File: config.mk
export PLATFORM = sky130hd
export DESIGN_NAME = div8u4_seq
export DESIGN_NICKNAME = d
export VERILOG_FILES = /design/src/rtl/div_pkg.sv /design/src/rtl/div_step.sv /design/src/rtl/div8u4_seq.sv
export SDC_FILE = /design/constraint.sdc
export NUM_CORES = 1
export LEC_CHECK = 0
export ABC_AREA = 1
export ABC_CLOCK_PERIOD_IN_PS = 1700
export CAP_MARGIN = 15
export CORE_UTILIZATION = 51
export CTS_BUF_LIST = sky130_fd_sc_hd__clkbuf_16
export DETAILED_ROUTE_END_ITERATION = 6
export PLACE_DENSITY = 0.79
export SYNTH_ARGS = -nofsm -noshare
export SYNTH_HDL_FRONTEND = slang
export SYNTH_SLANG_ARGS = --single-unit
File: constraint.sdc
create_clock -name clk -period 1.7 [get_ports clk]
set_input_delay 0.34 -clock clk [delete_from_list [all_inputs] [get_ports clk]]
set_output_delay 0.34 -clock clk [all_outputs]
set_load 0.005 [all_outputs]
File: src/rtl/div_pkg.sv
// Shared definitions for the sequential restoring divider: controller state
// encoding and the default operand widths.
package div_pkg;

    // Default divisor/remainder width; dividend and quotient are twice this.
    localparam int DIV_N  = 4;
    localparam int DIV_DW = 2 * DIV_N;          // dividend / quotient width
    localparam int DIV_RW = DIV_N + 1;          // partial remainder width
    localparam int DIV_CW = $clog2(2 * DIV_N);  // iteration counter width

    typedef enum logic [1:0] {
        IDLE = 2'd0,
        BUSY = 2'd1,
        DONE = 2'd2
    } state_t;

endpackage

File: src/rtl/div_step.sv
// One restoring-division iteration: compare the shifted partial remainder
// against the divisor, subtract when it fits, and report the quotient bit.
module div_step #(
    parameter int N = 4
) (
    input  logic [N:0]   i_shifted,
    input  logic [N-1:0] i_divisor,
    output logic [N:0]   o_rem,
    output logic         o_qbit
);

    logic [N:0] w_dvs_ext;
    logic [N:0] w_diff;

    assign w_dvs_ext = {1'b0, i_divisor};
    assign w_diff    = i_shifted - w_dvs_ext;

    // Restore (keep the shifted value) when the divisor does not fit.
    always_comb begin
        o_qbit = (i_shifted >= w_dvs_ext);
        o_rem  = o_qbit ? w_diff : i_shifted;
    end

endmodule

File: src/rtl/div8u4_seq.sv
// Sequential unsigned divider: 2N-bit dividend by N-bit divisor, one quotient
// bit per cycle, MSB first, with valid/ready handshakes on both sides.
// A zero divisor runs the same 2N iterations; the compare always succeeds so
// the quotient comes out all-ones, and the remainder is forced to zero.
module div8u4_seq
    import div_pkg::*;
#(
    parameter int N = DIV_N
) (
    input  logic           clk,
    input  logic           rst_n,
    input  logic           in_valid,
    output logic           in_ready,
    input  logic [2*N-1:0] dividend,
    input  logic [N-1:0]   divisor,
    output logic           out_valid,
    input  logic           out_ready,
    output logic [2*N-1:0] quotient,
    output logic [N-1:0]   remainder,
    output logic           div_by_zero
);

    localparam int DW = 2 * N;
    localparam int RW = N + 1;
    localparam int CW = $clog2(2 * N);
    localparam logic [CW-1:0] LAST_ITER = CW'(2 * N - 1);

    state_t          r_state;
    logic [CW-1:0]   r_cnt;
    logic [DW-1:0]   r_dvd;      // remaining dividend bits shift out, quotient bits shift in
    logic [N-1:0]    r_dvs;
    logic [RW-1:0]   r_prem;
    logic [DW-1:0]   r_quo;
    logic [N-1:0]    r_rem;
    logic            r_dbz;

    logic [RW-1:0]   w_shifted;
    logic [RW-1:0]   w_next_rem;
    logic            w_qbit;
    logic            w_last;
    logic            w_dbz;
    logic            w_accept;

    // Handshake flags come straight from the state register only.
    assign in_ready    = (r_state == IDLE);
    assign out_valid   = (r_state == DONE);
    assign quotient    = r_quo;
    assign remainder   = r_rem;
    assign div_by_zero = r_dbz;

    assign w_accept  = (r_state == IDLE) && in_valid;
    assign w_last    = (r_cnt == LAST_ITER);
    assign w_dbz     = (r_dvs == '0);
    // Partial remainder always fits in N bits after a step, so dropping the
    // top bit while shifting in the next dividend bit loses nothing.
    assign w_shifted = RW'({r_prem, r_dvd[DW-1]});

    div_step #(
        .N (N)
    ) u_step (
        .i_shifted (w_shifted),
        .i_divisor (r_dvs),
        .o_rem     (w_next_rem),
        .o_qbit    (w_qbit)
    );

    // Controller: accept in IDLE, iterate 2N times in BUSY, hold in DONE.
    always_ff @(posedge clk or negedge rst_n) begin
        if (!rst_n) begin
            r_state <= IDLE;
            r_cnt   <= '0;
        end else begin
            unique case (r_state)
                IDLE: begin
                    if (in_valid) begin
                        r_state <= BUSY;
                        r_cnt   <= '0;
                    end
                end
                BUSY: begin
                    r_cnt <= r_cnt + CW'(1);
                    if (w_last) begin
                        r_state <= DONE;
                    end
                end
                DONE: begin
                    if (out_ready) begin
                        r_state <= IDLE;
                    end
                end
                default: r_state <= IDLE;
            endcase
        end
    end

    // Working registers: load operands on acceptance, shift once per BUSY cycle.
    always_ff @(posedge clk or negedge rst_n) begin
        if (!rst_n) begin
            r_dvd  <= '0;
            r_dvs  <= '0;
            r_prem <= '0;
        end else if (w_accept) begin
            r_dvd  <= dividend;
            r_dvs  <= divisor;
            r_prem <= '0;
        end else if (r_state == BUSY) begin
            r_dvd  <= {r_dvd[DW-2:0], w_qbit};
            r_prem <= w_next_rem;
        end
    end

    // Result registers: capture on the final iteration, then hold.
    always_ff @(posedge clk or negedge rst_n) begin
        if (!rst_n) begin
            r_quo <= '0;
            r_rem <= '0;
            r_dbz <= 1'b0;
        end else if ((r_state == BUSY) && w_last) begin
            r_quo <= {r_dvd[DW-2:0], w_qbit};
            r_rem <= w_dbz ? '0 : N'(w_next_rem);
            r_dbz <= w_dbz;
        end
    end

endmodule

==> flow_results.org <==
** Status
- Result of the run :: completed

** Finish
- In the final layout, the multi-input gates occupy 644 µm².
- At the end of the flow the core is filled with cells to 74.0%.
- The sequential cells in the finished layout cover a total of 852 µm².
- The top cell types in the final layout, fill and taps aside, are nand2_1 (55), dfrtp_1 (33), clkdlybuf4s50_1 (29).
- From synthesis to final layout, the design area changed by 32.8%.
- The number of antenna diodes in the final layout is 0.
- Number of standard cells in the final layout excluding fillers :: 255
- Layout Cell Area excl Fill :: 0.00213 mm²
- After the last flow step, the layout net total stands at 235.
- Ratio of cells with drive above 1 in the final layout :: 12.7%
- Filler cell count in the final layout :: 215
- Most common library cell in the layout ignoring fill and taps :: nand2_1

** Route
- For this run, the detailed router's first-pass iteration total came to 4.
- Detailed routing inserted a total of 1288 vias.
- In the final routed layout, each cell accounts on average for 12.9 µm.
- Number of nets still failing antenna checks after routing :: 0
- After detailed routing, the number of remaining DRC violations is 0.
- Using the TritonRoute via totals, the vias-per-cell ratio works out to 5.05.
- Post-detailed-routing wire length :: 3.30 mm
- DRT iter0 DRCs :: 63

** Timing
- The final-report max-slew violation count came to 0.
- Period Utilization, post-route :: 96.9%
- For the pin with the worst max-slew slack, the measured transition is 0.419 ns.
- Post-route minimum period :: 1.65 ns
- The tightest hold path in the finished design has a slack of 0.457 ns.
- The clock arrives with 0.00730 ns of skew.
- For this run, the top clock speed supported by timing is 607 MHz.
- Relative max-transition margin :: 72.1%
- The count of endpoints failing hold in the final timing report is 0.
- The worst path meets setup with 0.0535 ns of slack.
- Setup violations remaining at the end of the flow were counted as 0.
- Setup repair after global routing missed its margin :: no
- In the final timing run, aggregate negative setup slack is 0 ns.

** Setup path
- In this run the worst path has a maximum fanout of 4.
- Counting cells, the worst reg-to-reg path comes to 9.
- The critical path ends at out_valid.
- R2r endpoint :: r_prem[2]
- The startpoint identified for the worst register-to-register timing path is r_dvd[7].
- For flop-to-flop paths, the worst setup slack is 0.11 ns.
- STA classifies the critical path endpoint as an output port.
- The worst setup path is launched from a flip-flop.
- For the worst setup path, the data arrival time is 1.31 ns.
- The critical path starts at r_state[0].
- Type of the worst setup path :: reg2out
- WP data required :: 1.36 ns

** Synth
- Count of synthesis-stage warnings from yosys :: 0
- Cell variety after synth :: 24
- Counting every instance in the synthesized netlist gives 173.
- After synthesis, the share of flip-flops with an asynchronous set or reset is 100%.
- The average instance in the mapped netlist occupies 9.27 µm².
- For this run, the leading register cell type out of synthesis is dfrtp_1.
- After synthesis the netlist holds a flip-flop and latch count of 34.
- Nets in the synthesized netlist :: 196
- Synthesized cell area :: 0.00160 mm²
- Ranking of synthesized cells by area :: dfrtp_1 (53%), nand2_1 (13%), ha_1 (4.7%)
- Share of Yosys cell area claimed by the top area cell type :: 53.0%
- Biggest area consumer among synthesized cells :: dfrtp_1
- EDFF count, synth :: 0
- Of the synthesized area, sequential elements account for 53.0%.

** Power
- In this run the static leakage power is 1.05 nW.
- IR analysis of the VDD net gives a maximum drop of 0.00125 V.
- Total power of the final layout :: 4.53 mW
- Cell area power density :: 2130 mW/mm²

** Clock network
- TritonCTS built the clock tree.
- TritonCTS sink count :: 34
- TritonCTS buffer count :: 5
- Clock Root Buffer :: clkbuf_16
- Clock buffer depth :: 2
- Buffers inserted to repair hold after CTS numbered 0.
- Clock network latency to the later pin of the worst-skew pair :: 0.28 ns
- Total number of H-tree levels :: 2
- Clock-pin slew was measured on the worst setup and hold paths at 0.05 ns.

** Die
- For this design the top-level I/O count stands at 31.
- Overall die area :: 0.00337 mm²
- Initial standard-cell utilization of the core :: 55.8%
- In this run the standard cell core region covers 0.00288 mm².
- In this run the horizontal extent of the chip is 58.1 µm.
- In this run the core area contains 19 standard-cell rows.
- Vert. Die Dim :: 58.1 µm

** Place
- Final estimated routing congestion in global placement :: 0.898
- Worst Setup Slack post-DPL :: 0.117 ns
- Half-perimeter wire length of the detailed placement result :: 2.38 mm
- In this run, placement finished with an instance count of 244.
- Number of port buffers :: 30
- Instance area after placement :: 0.00196 mm²

** Global route
- The initial antenna violation count came to 0.
- Across every metal layer, demand over resource in global routing totals 23.8%.
- Maximum number of pins on one net before global-route repair :: 35
- Aggregate global routing overflow :: 0
- First-pass GRT wire length :: 5.83 mm
- Via count of the first global-routing pass :: 1314

** Hold path
- Path category of the worst min-delay check :: in2async

** Run
- The tool flagged a number of max-cap violations equal to 0.
## flip-flops by register name, indices dropped and copies added (netlist names)
signal,flops
r_prem,4
div_by_zero,1
r_dvd,8
r_cnt,3
r_state,2
remainder,4
quotient,8
r_dvs,4
## final cells by class
type	count	area share, %
Clock inverter	3	0.588
Clock buffer	5	5.88
Sequential cell	34	40.0
Tap cell	42	2.47
Multi-Input combinational cell	113	30.3
Inverter	22	3.88
Timing Repair Buffer	36	16.9
## power breakdown
| group | total (mW) | internal [mW] | leakage, nW | switching [mW] |
|---|---|---|---|---|
| registers | 1.42 | 1.21 | 0.418 | 0.205 |
| clock network | 0.834 | 0.527 | 0.0724 | 0.307 |
| logic | 2.28 | 1.01 | 0.560 | 1.27 |
## per-layer routing
layer / wire (µm) / share of wire, % / GRT usage [%]
met5: 0 / 0 / 0
met1: 1480 / 45 / 29.5
met4: 55 / 1.7 / 10.9
met3: 151 / 4.6 / 9.15
met2: 1610 / 49 / 36.9
## logic make-up (layout without fill, tap and decap cells)
group,count (synthesis),after routing,synth area share (%)
compound gates,27,27,11.9
xor+xnor,1,1,0.546
fa+ha+maj,7,7,5.93
buf+inv,26,66,6.94
flops,34,34,53.0
simple gates,78,78,21.6
## timing repair
action / 4_1_cts / 5_1_grt
setup buffers: 1 / 2
endpoints found under the setup margin: 1 / 4
pin swaps: 1 / 1
resized for setup: 0 / 4
## synthesized netlist by cell type (2+ instances only)
cell      instances
a22o_1            2
o21ai_1          10
o21ai_0           3
nand3b_1          3
nand3_1           8
nor2_1            5
nand2_2           2
o221ai_1          7
ha_1              6
inv_1            19
nand2_1          55
buf_2             2
nand2_4           3
inv_2             3
nor2_2            2
dfrtp_1          34
a21oi_1           2
## worst min path at each step
stage	start	endpoint	slack [ns]	cells after the start
global route	remainder[2]	remainder[2]	0.50	2
floorplan	rst_n	div_by_zero	0.04	0
CTS	rst_n	quotient[3]	0.47	2
finish	rst_n	quotient[3]	0.46	2
detailed placement	remainder[3]	remainder[3]	0.47	2
global placement	quotient[0]	quotient[0]	0.47	2
## worst max-delay path, cell delays in order, from the launching register on
cell             delay, ns
dfrtp_2               0.43
nor2_1                0.10
clkdlybuf4s50_1       0.50
Power figures use the tool's default switching activity.
